===== src/rtl/service_uart_pkg.sv =====
// Shared types and constants for the service UART receiver.
package service_uart_pkg;

  // 32 MHz core clock / 57600 baud
  localparam int DIV_DEFAULT = 556;

  typedef enum logic [2:0] {
    ST_IDLE,
    ST_START,
    ST_DATA,
    ST_STOP,
    ST_BREAK
  } rx_state_e;

endpackage


===== src/rtl/service_uart_fifo.sv =====
// Show-ahead byte FIFO. Pointers carry one extra wrap bit so full and
// empty are distinguished by comparing MSBs. Storage is left unreset.
module service_uart_fifo #(
  parameter int DEPTH_LOG2 = 4
) (
  input  logic                i_clk,
  input  logic                i_rst_n,
  input  logic                i_push,
  input  logic [7:0]          i_wdata,
  input  logic                i_pop,
  output logic [7:0]          o_rdata,
  output logic                o_full,
  output logic                o_empty,
  output logic [DEPTH_LOG2:0] o_level
);

  localparam int DEPTH = 1 << DEPTH_LOG2;

  logic [7:0]          mem [DEPTH];
  logic [DEPTH_LOG2:0] wptr, rptr;
  logic                do_push, do_pop;

  assign o_empty = (wptr == rptr);
  assign o_full  = (wptr[DEPTH_LOG2] != rptr[DEPTH_LOG2]) &&
                   (wptr[DEPTH_LOG2-1:0] == rptr[DEPTH_LOG2-1:0]);
  assign o_level = wptr - rptr;
  assign o_rdata = mem[rptr[DEPTH_LOG2-1:0]];

  // A pop frees a slot in the same cycle, so a full FIFO still accepts a
  // push that coincides with a pop; popping an empty FIFO does nothing.
  assign do_pop  = i_pop & ~o_empty;
  assign do_push = i_push & (~o_full | do_pop);

  // Pointer update
  always_ff @(posedge i_clk or negedge i_rst_n) begin
    if (!i_rst_n) begin
      wptr <= '0;
      rptr <= '0;
    end else begin
      if (do_push) wptr <= wptr + 1'b1;
      if (do_pop)  rptr <= rptr + 1'b1;
    end
  end

  // Storage write
  always_ff @(posedge i_clk) begin
    if (do_push) mem[wptr[DEPTH_LOG2-1:0]] <= i_wdata;
  end

endmodule


===== src/rtl/service_uart_rx.sv =====
// 8N1 UART receiver with mid-bit sampling, framing-error/break handling
// and a show-ahead receive FIFO.
module service_uart_rx
  import service_uart_pkg::*;
#(
  parameter int DIV        = DIV_DEFAULT,
  parameter int DEPTH_LOG2 = 4
) (
  input  logic                i_clk,
  input  logic                i_rst_n,
  input  logic                i_rx,
  output logic [7:0]          o_data,
  output logic                o_valid,
  input  logic                i_ready,
  output logic [DEPTH_LOG2:0] o_level,
  output logic                o_frame_err,
  output logic                o_overflow,
  output logic                o_busy
);

  localparam logic [15:0] HALF_LD = 16'(DIV / 2 - 1);
  localparam logic [15:0] BIT_LD  = 16'(DIV - 1);

  rx_state_e   state, nxt;
  logic        rx_s1, rx_s2, rx_prev;
  logic        fall, tick;
  logic [15:0] cnt;
  logic [2:0]  bit_idx;
  logic [7:0]  shreg;
  logic        ld_half, ld_bit, shift_en, stop_ok, stop_bad;
  logic        push_q, ferr_q;
  logic        fifo_full, fifo_empty;

  // Two-flop synchronizer plus one history flop for edge detect; idle-high
  always_ff @(posedge i_clk or negedge i_rst_n) begin
    if (!i_rst_n) begin
      rx_s1   <= 1'b1;
      rx_s2   <= 1'b1;
      rx_prev <= 1'b1;
    end else begin
      rx_s1   <= i_rx;
      rx_s2   <= rx_s1;
      rx_prev <= rx_s2;
    end
  end

  assign fall = rx_prev & ~rx_s2;
  assign tick = (cnt == 16'd0);

  // FSM state register
  always_ff @(posedge i_clk or negedge i_rst_n) begin
    if (!i_rst_n) state <= ST_IDLE;
    else          state <= nxt;
  end

  // FSM next state
  always_comb begin
    nxt = state;
    case (state)
      ST_IDLE:  if (fall) nxt = ST_START;
      ST_START: if (tick) nxt = rx_s2 ? ST_IDLE : ST_DATA;
      ST_DATA:  if (tick && bit_idx == 3'd7) nxt = ST_STOP;
      ST_STOP:  if (tick) nxt = rx_s2 ? ST_IDLE : ST_BREAK;
      ST_BREAK: if (rx_s2) nxt = ST_IDLE;
      default:  nxt = ST_IDLE;
    endcase
  end

  // FSM outputs: counter loads, shift strobe and stop-bit verdict
  always_comb begin
    o_busy   = (state != ST_IDLE);
    ld_half  = (state == ST_IDLE) & fall;
    ld_bit   = ((state == ST_START) & tick & ~rx_s2) | ((state == ST_DATA) & tick);
    shift_en = (state == ST_DATA) & tick;
    stop_ok  = (state == ST_STOP) & tick & rx_s2;
    stop_bad = (state == ST_STOP) & tick & ~rx_s2;
  end

  // Bit timer, bit index, LSB-first shift register, registered push/error
  always_ff @(posedge i_clk or negedge i_rst_n) begin
    if (!i_rst_n) begin
      cnt     <= '0;
      bit_idx <= '0;
      shreg   <= '0;
      push_q  <= 1'b0;
      ferr_q  <= 1'b0;
    end else begin
      if (ld_half)         cnt <= HALF_LD;
      else if (ld_bit)     cnt <= BIT_LD;
      else if (!tick)      cnt <= cnt - 16'd1;
      if ((state == ST_START) && tick) bit_idx <= 3'd0;
      else if (shift_en)               bit_idx <= bit_idx + 3'd1;
      if (shift_en) shreg <= {rx_s2, shreg[7:1]};
      push_q <= stop_ok;
      ferr_q <= stop_bad;
    end
  end

  service_uart_fifo #(.DEPTH_LOG2(DEPTH_LOG2)) u_fifo (
    .i_clk   (i_clk),
    .i_rst_n (i_rst_n),
    .i_push  (push_q),
    .i_wdata (shreg),
    .i_pop   (i_ready),
    .o_rdata (o_data),
    .o_full  (fifo_full),
    .o_empty (fifo_empty),
    .o_level (o_level)
  );

  assign o_valid     = ~fifo_empty;
  assign o_frame_err = ferr_q;
  // A full FIFO is never empty, so o_valid&i_ready here means a slot frees up
  assign o_overflow  = push_q & fifo_full & ~(o_valid & i_ready);

endmodule


===== config.mk =====
export PLATFORM = sky130hd
export DESIGN_NAME = service_uart_rx
export DESIGN_NICKNAME = d
export VERILOG_FILES = /design/src/rtl/service_uart_pkg.sv /design/src/rtl/service_uart_fifo.sv /design/src/rtl/service_uart_rx.sv
export SDC_FILE = /design/constraint.sdc
export NUM_CORES = 1
export LEC_CHECK = 0
export CAP_MARGIN = 20
export CORE_MARGIN = 2
export CORE_UTILIZATION = 61
export DETAILED_ROUTE_END_ITERATION = 8
export PLACE_DENSITY_LB_ADDON = 0.12
export SLEW_MARGIN = 20
export SYNTH_ARGS = -nofsm -noshare
export SYNTH_HDL_FRONTEND = slang
export SYNTH_HIERARCHICAL = 1
export SYNTH_SLANG_ARGS = --single-unit

===== constraint.sdc =====
create_clock -name i_clk -period 2.5 [get_ports i_clk]
set_input_delay 0.5 -clock i_clk [delete_from_list [all_inputs] [get_ports i_clk]]
set_output_delay 0.5 -clock i_clk [all_outputs]
set_load 0.1 [all_outputs]

==> metrics.cfg <==
[run_status]
status=complete, but fails checks
violations=negative setup slack

[route]
first_iter_violations=439
antenna_left=0
routed_wl_um=16100
num_vias=4358
drc_errors=0
first_pass_iters=5
wl_per_cell_um=22.5
via_per_inst=6.10

[layout]
drive_gt1_frac=0.328
fillCellCount=699
nets=551
stdcell_area_um2=9210
areaGrowthSynthToFinish_pct=21.4
final_util=0.763
insertedDiodeCount=0

[die]
start_util=0.629
dieWidth_um=116
ios=21
die_y_um=116
num_rows=40
die-area_um2=13300
core_um2=12100

[timing]
setup_tns_ns=-1.52
setup_ws_ns=-0.162
setup_viol=12
fin_crit_ns=2.66
grt_setup_unrepaired=true
slew_viol_final=0
whs_ns=0.161
slew_headroom=0.598
finalCritPeriodShare=1.06
hold_viol_final=0
tightest_slew_ns=0.603
clock_skew_ns=0.00872
max_freq_mhz=376

[logic_synthesis]
ys_ff_latch=173
yosysSeqAreaShare=0.656
yosysTopAreaCell=edfxtp_1
syn_nets=486
yosys_warnings=6
synth_top_area_frac=0.507
synthesis.area_um2=7590
synth_edf_count=128
syn_inst=468
synth_cell_types=60
synth_ff_type=edfxtp_1
yosysMostFrequentCell=edfxtp_1
avgSynthCellArea_um2=16.2
async_flop_share=0.260
synth_area_leaders=edfxtp_1 51%, dfrtp_1 14%, mux4_1 7.3%, mux2i_1 3.4%, ha_1 2.1%
synth_top_cells_by_count=128 x edfxtp_1, 42 x dfrtp_1, 26 x mux2i_1, 21 x mux4_1, 18 x inv_1

[clock_network]
h-tree-depth=4
root_buffer=clkbuf_16
clkLatencyLatePin_ns=0.43
clock_path_buffers=2
cts_buffers=17
clkTransAtPathRegs_ns=0.06
cts.sinks=173
cts_tree=yes

[worst_setup_path]
crit_type=register to output port
start_kind=register
required_ns=2.00
crit_chain=buf_12 -> clkbuf_16 -> mux4_1 -> mux2i_1 -> o21ai_2 -> buf_12
critPathArrivalTime_ns=2.16
path_delay_family=multiplexers
cp-end-kind=output port
critPathSlowestCell=mux4_1
crit_fanout=9
critPathMaxStageDelay_ns=0.57
crit_buf_inv=3
crit_top_cell=buf_12

[pwr]
power.leakage_nw=3.48
power_density_nw_per_um2=1140
ir_drop_uv=712

[global_route]
grt_max_degree=46
antenna_found_initial=0
grt_pass1_vias=4334
grt_overflow=0
grt_pass1_wl_um=24300
grt_usage=0.250

[placed_design]
dp_hpwl_um=9680
pre_cts_slack_ns=0.0817
io_buffers=20
routabilityCongestion=0.784
place_area_um2=8310

[worst_hold_path]
hold_path_class=input port to async pin

[job]
max_cap_viol_count=0

==> layout by cell type (no fill, tap or decap), drive strengths merged, types with 4 or more instances in the layout <==
master  synthesis  routed
nand3           7       7
xnor2          10      10
dfrtp          42      42
clkinv          0       7
mux2           10      10
mux2i          26      26
nand2          14      14
buf            19      67
xor2            5       5
ha             13      13
mux4           24      24
nor2           14      14
nor3            5       5
o21ai          23      23
a21oi          14      14
nor4            4       4
edfxtp        128     128
nand4           8       8
and3           17      17
a221oi          8       8
clkbuf          6      24
inv            18      18
o31ai           5       5
a21o            6       6
==> sequential cells by signal, indices dropped and copies added, names as in the netlist <==
signal / cells
u_fifo/wptr: 5
shreg: 8
rx_s2: 1
rx_prev: 1
state: 3
bit_idx: 3
u_fifo/rptr: 5
o_frame_err: 1
rx_s1: 1
cnt: 16
push_q: 1
u_fifo/mem: 128
==> layer usage <==
layer,global-route usage,wire (um),part of all wire,up-vias
met5,0,0,0,-
met4,0.0811,234,0.015,0
li1,-,-,-,1959
met2,0.400,8160,0.51,159
met1,0.350,6900,0.43,2221
met3,0.0539,780,0.049,19
==> power breakdown <==
| group | total [mW] | switching (mW) | internal, mW |
|---|---|---|---|
| clock | 2.34 | 1.02 | 1.32 |
| sequential | 3.50 | 0.266 | 3.23 |
| combinational | 4.67 | 2.70 | 1.97 |
==> layout make-up <==
type / instances / area, um2 / area share
clock buffers: 22 / 465 / 0.0506
clock inverters: 10 / 66.3 / 0.00720
inverters: 18 / 76.3 / 0.00829
multi-input cells: 252 / 2570 / 0.279
flip-flops and latches: 173 / 4980 / 0.541
well taps: 168 / 210 / 0.0228
repair buffers: 71 / 840 / 0.0912
==> worst reg2reg max path, cell delays in order, from the launching register on <==
cell and delay, ns:
dfrtp_2 0.40, inv_1 0.19, ha_4 0.26, nand4_1 0.13, o31a_1 0.47, buf_4 0.24, and3_1 0.17, buf_4 0.20
==> per-stage QoR <==
| stage | std cells | power (mW) |
|---|---|---|
| finish | 714 | 10.5 |
| global route | 714 | 10.9 |
| CTS | 705 | 10.1 |
| detailed placement | 664 | 7.49 |
| global placement | 664 | 7.40 |
| floorplan | 468 | 6.40 |
==> logic make-up after synthesis <==
logic type | synth area share
multiplexers | 0.135
AO/OA/AOI/OAI | 0.0600
AND/OR/NAND/NOR | 0.0739
flip-flops | 0.656
adder cells (fa/ha/maj) | 0.0241
buffers and inverters | 0.0333
XOR/XNOR | 0.0183
==> final timing paths <==
path	start	to	slack, ns	cells after the start
worst min-delay path	i_rst_n	cnt[11]$_DFFE_PN0P_	0.16	2
worst min register to register	rx_s1$_DFF_PN1_	rx_s2$_DFF_PN1_	0.36	0
worst max-delay path	u_fifo/rptr[0]$_DFFE_PN0P_	o_data[3]	-0.16	6
worst max register to register	u_fifo/rptr[1]$_DFFE_PN0P_	u_fifo/mem[1][4]$_DFFE_PP_	0.14	7
min in group i_clk	rx_s1$_DFF_PN1_	rx_s2$_DFF_PN1_	0.36	0
max in group asynchronous	i_rst_n	u_fifo/rptr[2]$_DFFE_PN0P_	1.90	2
==> what timing repair did <==
action	CTS	global route
gates resized for setup	28	31
hold buffers	0	0
cloned	1	2
pin swaps	5	10
buffers inserted	8	8
setup endpoints to repair	13	12
(Power assumes the default switching activity.)
